===== src/rtl/ppu_muldiv_pkg.sv =====
// Shared definitions for the PPU HI/LO multiply/divide sequencer:
// HI/LO op encodings, sequencer state constants and the divider iteration count.
package ppu_muldiv_pkg;

   localparam logic [2:0] OP_MULT  = 3'b000;
   localparam logic [2:0] OP_MULTU = 3'b001;
   localparam logic [2:0] OP_DIV   = 3'b010;
   localparam logic [2:0] OP_DIVU  = 3'b011;
   localparam logic [2:0] OP_MTHI  = 3'b100;
   localparam logic [2:0] OP_MTLO  = 3'b101;
   localparam logic [2:0] OP_MFHI  = 3'b110;
   localparam logic [2:0] OP_MFLO  = 3'b111;

   localparam logic [1:0] ST_IDLE = 2'd0;
   localparam logic [1:0] ST_MUL  = 2'd1;
   localparam logic [1:0] ST_DIV  = 2'd2;
   localparam logic [1:0] ST_FIX  = 2'd3;

   localparam int DIV_ITER = 32;

   function automatic logic is_mul_op(input logic [2:0] op);
      return (op == OP_MULT) || (op == OP_MULTU);
   endfunction

   function automatic logic is_div_op(input logic [2:0] op);
      return (op == OP_DIV) || (op == OP_DIVU);
   endfunction

endpackage


===== src/rtl/ppu_div_iter.sv =====
// Restoring divider datapath: holds the partial remainder, the quotient
// shift register and the divisor. One quotient bit is produced per 'step'.
// Operands are unsigned magnitudes; sign handling lives in the parent.
module ppu_div_iter
   import ppu_muldiv_pkg::*;
#(
   parameter int WIDTH = 32
) (
   input  logic             clk,
   input  logic             reset,
   input  logic             load,
   input  logic             step,
   input  logic [WIDTH-1:0] dividend,
   input  logic [WIDTH-1:0] divisor,
   output logic [WIDTH-1:0] quotient,
   output logic [WIDTH-1:0] remainder
);

   logic [WIDTH-1:0] quo_q;
   logic [WIDTH-1:0] rem_q;
   logic [WIDTH-1:0] dsr_q;
   logic [WIDTH:0]   shifted;
   logic [WIDTH-1:0] trial;
   logic             fits;

   // Trial subtraction: shift the next dividend bit into the remainder and
   // see whether the divisor fits. The shifted value needs one extra bit.
   always_comb begin
      shifted = {rem_q, quo_q[WIDTH-1]};
      fits    = (shifted >= {1'b0, dsr_q});
      trial   = shifted[WIDTH-1:0] - dsr_q;
   end

   // Load fresh magnitudes, or retire one restoring iteration per step.
   always_ff @(posedge clk or posedge reset) begin
      if (reset) begin
         quo_q <= '0;
         rem_q <= '0;
         dsr_q <= '0;
      end else if (load) begin
         quo_q <= dividend;
         rem_q <= '0;
         dsr_q <= divisor;
      end else if (step) begin
         if (fits) begin
            rem_q <= trial;
            quo_q <= {quo_q[WIDTH-2:0], 1'b1};
         end else begin
            rem_q <= shifted[WIDTH-1:0];
            quo_q <= {quo_q[WIDTH-2:0], 1'b0};
         end
      end
   end

   assign quotient  = quo_q;
   assign remainder = rem_q;

endmodule


===== src/rtl/ppu_hilo_muldiv_sequencer.sv =====
// HI/LO multiply/divide sequencer for the PPU EX stage.
// Runs MULT/MULTU over MUL_CYCLES cycles and DIV/DIVU as 32 restoring
// iterations plus one sign-fix cycle; services MTHI/MTLO/MFHI/MFLO and
// stalls the front of the pipe while an operation is in flight.
// Optional build macro: PPU_MULDIV_EARLY_OUT_EN -- trivially-zero multiplies
// and zero-dividend divides complete at acceptance with no busy cycles.
module ppu_hilo_muldiv_sequencer
   import ppu_muldiv_pkg::*;
#(
   parameter int MUL_CYCLES = 4,
   parameter int WIDTH      = 32
) (
   input  logic             clk,
   input  logic             reset,
   input  logic             ex_valid,
   input  logic [2:0]       ex_op,
   input  logic             flush,
   input  logic [WIDTH-1:0] rs_val,
   input  logic [WIDTH-1:0] rt_val,
   output logic             stall,
   output logic             busy,
   output logic [WIDTH-1:0] mf_data,
   output logic [WIDTH-1:0] hi,
   output logic [WIDTH-1:0] lo,
   output logic             div_zero
);

   localparam logic [5:0] MUL_INIT = 6'(MUL_CYCLES - 1);
   localparam logic [5:0] DIV_INIT = 6'(DIV_ITER - 1);

   logic [1:0]         state;
   logic [5:0]         counter;
   logic [WIDTH-1:0]   op_a;
   logic [WIDTH-1:0]   op_b;
   logic               mul_signed;
   logic               neg_q;
   logic               neg_r;

   logic               accept;
   logic               op_is_mul;
   logic               op_is_div;
   logic               rt_zero;
   logic               early_out;
   logic               a_neg;
   logic               b_neg;
   logic [WIDTH-1:0]   abs_a;
   logic [WIDTH-1:0]   abs_b;
   logic               div_load;
   logic               div_step;
   logic [WIDTH-1:0]   div_quot;
   logic [WIDTH-1:0]   div_rem;
   logic [WIDTH-1:0]   quot_fix;
   logic [WIDTH-1:0]   rem_fix;
   logic [2*WIDTH-1:0] ext_a;
   logic [2*WIDTH-1:0] ext_b;
   logic [2*WIDTH-1:0] product;

   // Acceptance decode and operand magnitudes for the divider. A flush
   // blocks acceptance even in IDLE, so a squashed instruction never issues.
   always_comb begin
      accept    = ex_valid && (state == ST_IDLE) && !flush;
      op_is_mul = is_mul_op(ex_op);
      op_is_div = is_div_op(ex_op);
      rt_zero   = (rt_val == '0);
      a_neg     = (ex_op == OP_DIV) && rs_val[WIDTH-1];
      b_neg     = (ex_op == OP_DIV) && rt_val[WIDTH-1];
      abs_a     = a_neg ? (-rs_val) : rs_val;
      abs_b     = b_neg ? (-rt_val) : rt_val;
`ifdef PPU_MULDIV_EARLY_OUT_EN
      early_out = (op_is_mul && ((rs_val == '0) || rt_zero)) ||
                  (op_is_div && (rs_val == '0) && !rt_zero);
`else
      early_out = 1'b0;
`endif
      div_load  = accept && op_is_div && !rt_zero && !early_out;
      div_step  = (state == ST_DIV) && !flush;
   end

   // Product of the latched operands; sign extension selects MULT vs MULTU,
   // and the low 2*WIDTH bits of the extended product are the exact result.
   always_comb begin
      ext_a   = {{WIDTH{mul_signed & op_a[WIDTH-1]}}, op_a};
      ext_b   = {{WIDTH{mul_signed & op_b[WIDTH-1]}}, op_b};
      product = ext_a * ext_b;
   end

   // Sign fix-up: quotient negative when operand signs differ, remainder
   // follows the dividend. 0x80000000 / -1 wraps naturally to 0x80000000.
   always_comb begin
      quot_fix = neg_q ? (-div_quot) : div_quot;
      rem_fix  = neg_r ? (-div_rem)  : div_rem;
   end

   ppu_div_iter #(
      .WIDTH (WIDTH)
   ) u_div_iter (
      .clk       (clk),
      .reset     (reset),
      .load      (div_load),
      .step      (div_step),
      .dividend  (abs_a),
      .divisor   (abs_b),
      .quotient  (div_quot),
      .remainder (div_rem)
   );

   // Sequencer FSM plus HI/LO registers. Flush of an in-flight op wins over
   // everything and leaves HI/LO holding their pre-op values.
   always_ff @(posedge clk or posedge reset) begin
      if (reset) begin
         state      <= ST_IDLE;
         counter    <= '0;
         op_a       <= '0;
         op_b       <= '0;
         mul_signed <= 1'b0;
         neg_q      <= 1'b0;
         neg_r      <= 1'b0;
         hi         <= '0;
         lo         <= '0;
         div_zero   <= 1'b0;
      end else begin
         div_zero <= 1'b0;
         if (flush && (state != ST_IDLE)) begin
            state   <= ST_IDLE;
            counter <= '0;
         end else begin
            case (state)
               ST_IDLE: begin
                  if (accept) begin
                     if (early_out) begin
                        hi <= '0;
                        lo <= '0;
                     end else begin
                        case (ex_op)
                           OP_MULT, OP_MULTU: begin
                              op_a       <= rs_val;
                              op_b       <= rt_val;
                              mul_signed <= (ex_op == OP_MULT);
                              counter    <= MUL_INIT;
                              state      <= ST_MUL;
                           end
                           OP_DIV, OP_DIVU: begin
                              if (rt_zero) begin
                                 div_zero <= 1'b1;
                              end else begin
                                 neg_q   <= a_neg ^ b_neg;
                                 neg_r   <= a_neg;
                                 counter <= DIV_INIT;
                                 state   <= ST_DIV;
                              end
                           end
                           OP_MTHI: hi <= rs_val;
                           OP_MTLO: lo <= rs_val;
                           default: ;
                        endcase
                     end
                  end
               end
               ST_MUL: begin
                  if (counter == '0) begin
                     {hi, lo} <= product;
                     state    <= ST_IDLE;
                  end else begin
                     counter <= counter - 6'd1;
                  end
               end
               ST_DIV: begin
                  if (counter == '0) begin
                     state <= ST_FIX;
                  end else begin
                     counter <= counter - 6'd1;
                  end
               end
               ST_FIX: begin
                  hi    <= rem_fix;
                  lo    <= quot_fix;
                  state <= ST_IDLE;
               end
               default: state <= ST_IDLE;
            endcase
         end
      end
   end

   // Pipeline-facing status and the MFHI/MFLO read mux.
   always_comb begin
      busy    = (state != ST_IDLE);
      stall   = ex_valid && (state != ST_IDLE);
      mf_data = (ex_op == OP_MFHI) ? hi : lo;
   end

endmodule

===== config.mk =====
export PLATFORM = sky130hd
export DESIGN_NAME = ppu_hilo_muldiv_sequencer
export DESIGN_NICKNAME = d
export VERILOG_FILES = /design/src/rtl/ppu_muldiv_pkg.sv /design/src/rtl/ppu_div_iter.sv /design/src/rtl/ppu_hilo_muldiv_sequencer.sv
export SDC_FILE = /design/constraint.sdc
export NUM_CORES = 2
export LEC_CHECK = 0
export ABC_AREA = 1
export ABC_CLOCK_PERIOD_IN_PS = 25700
export BUFFER_PORTS_ARGS = -buffer_cell sky130_fd_sc_hd__buf_2
export CAP_MARGIN = 20
export CORE_MARGIN = 2
export CORE_UTILIZATION = 27
export DETAILED_ROUTE_END_ITERATION = 12
export GPL_TIMING_DRIVEN = 0
export PLACE_DENSITY = 0.53
export SETUP_SLACK_MARGIN = 0.5
export SLEW_MARGIN = 25
export SYNTH_ARGS = -nofsm -noshare
export SYNTH_HDL_FRONTEND = slang
export SYNTH_SLANG_ARGS = --single-unit

===== constraint.sdc =====
create_clock -name clk -period 25.7 [get_ports clk]
set_input_delay 5.14 -clock clk [delete_from_list [all_inputs] [get_ports clk]]
set_output_delay 5.14 -clock clk [all_outputs]
set_load 0.01 [all_outputs]

==> impl_results.md <==
- Outcome: finished, final reports clean
- WS Path Type: in -> out
- CP delay by family, top: buffers and inverters
- Clock root buffer: clkbuf_16
- Seq/Total Area, Yosys: 0.104
- Met1 Use GR: 0.339
- Global Route Usage Sum: 0.256
- Clock transition at path regs: 70 ps
- Vias: 52500
- Least-Margin Pin Slew: 1230 ps
- Final Slew Violations: 0
- Vias/cell: 4.94
- Buf+Inv Stages, Crit Path: 3
- Initial DRC Count: 5876
- Final setup TNS: 0 ps
- Hold Buf Count CTS: 0
- Syn nets: 9044
- Clk_lat worst skew: 580 ps
- Arr. time, crit path: 6870 ps
- Library cells used by synthesis: 52
- DRC: 0
- FF+latch count, synth: approximately 240
- Req. time, crit path: 20560 ps
- Max Fclk: 83.3 MHz
- Vias in the first global route: between 50000 and 60000
- Met2 Usage GRT: 0.388
- Synth area leader: fa_1
- Dominant cell by count in the synthesized netlist: inv_1
- Post-Syn Area: 0.0566 mm2
- Gr ovfl total: 0
- Syn-to-layout area delta: 9.68%
- Die ar.: 0.213 mm2
- HPWL after detailed placement: 230 mm
- Register-to-register setup slack: 14910 ps
- Initial antenna violation count: 17
- Cell count after synthesis: 7592
- Num CTS Buffers: 27
- Yosys warns: 0
- Design area: 0.0621 mm2
- Most used cell, CP: buf_2
- Final Hold Vio Count: 0
- Dominant cells by area after synthesis: fa_1 40%, inv_1 13%, nand2_1 13%, dfrtp_1 10%, ha_1 5.6%
- First-pass GRT wire length: roughly 390 mm
- Startpoint Class: primary input
- Unrepaired setup endpoints after global routing: false
- Pin count of the biggest net entering global routing: 90
- Fin crit share: 0.467
- Clock Skews: ~18 ps
- Final setup fails: 0
- Setup bufs post-CTS: 0
- Die H: 462 um
- Area share of the leading cell type in the synthesized netlist: 0.398
- H-tree depth: 1
- Clock tree sinks: between 200 and 250
- Nets: between 9000 and 10000
- Critical path, cell by cell: buf_2, nor2_1, nand2_1, clkbuf_1, o21ai_0, buf_2
- GP Congestion: roughly 1.1
- DRT Wirelength: 273 mm
- Slew margin rel.: 0.178
- CP Max Fanout: 10
- Clk buf depth: 3
- Initial DRT Pass Iterations: 8
- Max-cap violation count: 0
- Die W: 462 um
- Util after Layout: 0.297
- Busiest grt layer: met2
- HP Class: reg -> reg
- Minimum clock period: 12010 ps
- Syn avg cell area: 7.46 um2
- CTS tree: done
- Initial Utilization: 0.271
- FFs w/ async S/R, synth: 1.00
- Antenna-violating nets left: 0
- Post-synth top cells: 1977 x inv_1, 1923 x nand2_1, 1126 x fa_1, 431 x nor2_1, 356 x nand3_1
- Count of buffers from port buffering: 169
- CP max stage delay: 540 ps
- Core area: 0.209 mm2
- Wire per inst: 25.7 um
- Endpoint class of the critical path: primary output
- CP max stage cell: o21ai_0
- Ports: 170
- Share of cells above drive strength 1: 0.0457
- Post-DP Area: 0.0611 mm2
- Cts repair resizes: 0
- Fill cell count: 23000
- Synth Flop Type: dfrtp_1
- EDFF count, synth: 0
- Met3 Use GR: 0.0546
- # rows: 168
## flip-flops by register name, summed over array words and instances, names as in the netlist
| register | cells |
|---|---|
| counter | 6 |
| div_zero | 1 |
| hi | 32 |
| lo | 32 |
| mul_signed | 1 |
| neg_q | 1 |
| neg_r | 1 |
| op_a | 32 |
| op_b | 32 |
| state | 2 |
| u_div_iter.dsr_q | 32 |
| u_div_iter.quotient | 32 |
| u_div_iter.remainder | 32 |
## per-layer routing
layer  vias to the layer above  share of wire
li1                      22600              -
met1                     26300           0.41
met2                      2837           0.43
met3                       659          0.096
met4                        22          0.067
met5                         -        0.00071
## final cells by class
type	count	area [um2]	share of cell area
Inverter	1988	7470	0.120
Clock buffer	29	703	0.0113
Buffer	359	1480	0.0238
Antenna cell	8	20.0	0.000322
Clock inverter	20	201	0.00324
Multi-Input combinational cell	5009	41800	0.674
Timing Repair Buffer	177	985	0.0159
Tap cell	2805	3510	0.0565
Sequential cell	236	5910	0.0951
## layout by cell type (no fill, tap or decap), types with 5 or more instances in the layout
cell           n
a31oi_1       11
o21a_1         9
fa_1        1125
dfrtp_1      236
a21o_1         6
nand4_1       61
o211ai_1      19
xor2_1        57
o21ai_0      328
buf_1         11
o31ai_1        6
inv_1       1976
a21boi_0      10
clkinvlp_4     7
a2bb2oi_1      5
inv_2          8
nand3b_1      10
xnor2_1       14
o21bai_1      18
nand2_1     1923
a21oi_1      194
clkbuf_1     272
a22oi_1        9
nand3_1      356
nor3_1        49
diode_2        8
or2_2         23
buf_4         10
clkbuf_2      42
buf_6          7
ha_1         255
nor3_2         6
o21ai_1       10
clkbuf_16     27
buf_2        191
nor2_1       431
nor4_1        12
o221ai_1      25
## path summary, 6_finish.rpt
path / startpoint / cells past startpoint / end
worst max-delay path: ex_op[0] / 6 / mf_data[21]
worst min-delay path: u_div_iter.dsr_q[15]$_DFFE_PP0P_ / 2 / u_div_iter.dsr_q[15]$_DFFE_PP0P_
worst max register to register: op_a[31]$_DFFE_PP0P_ / 30 / hi[25]$_DFFE_PP0P_
worst min register to register: u_div_iter.dsr_q[15]$_DFFE_PP0P_ / 2 / u_div_iter.dsr_q[15]$_DFFE_PP0P_
max in group asynchronous: reset / 4 / hi[18]$_DFFE_PP0P_
min in group asynchronous: reset / 2 / div_zero$_DFF_PP0_
## logic make-up (layout without fill, tap and decap cells)
family	after synthesis	in the layout	share of synthesized area
other	0	8	0
buffers and inverters	2347	2573	0.157
DFF	236	236	0.104
AOI/OAI and AO/OA	667	667	0.0654
xor gates and xnor gates	71	71	0.0110
and+or+nand+nor	2887	2887	0.207
adders and majority gates	1381	1381	0.454
muxes	3	3	0.000597
## through the flow
step | cells | hold slack (ps) | setup slack [ps]
2_1_floorplan | 7592 | 449 | 14090
3_3_place_gp | 10600 | 470 | 10760
3_5_place_dp | 10600 | 469 | 13730
4_1_cts | 10600 | 492 | 13720
5_1_grt | 10600 | 513 | 13590
6_report | 10600 | 492 | 13690
## tightest hold or removal path: cells and delay by family (launching register included)
family,cells,cell delay [ps]
simple gates,1,50
flops,1,350
compound gates,1,60
Power is not shown: default switching activity piles up to over one toggle a cycle in this logic, so the estimate is an artifact.
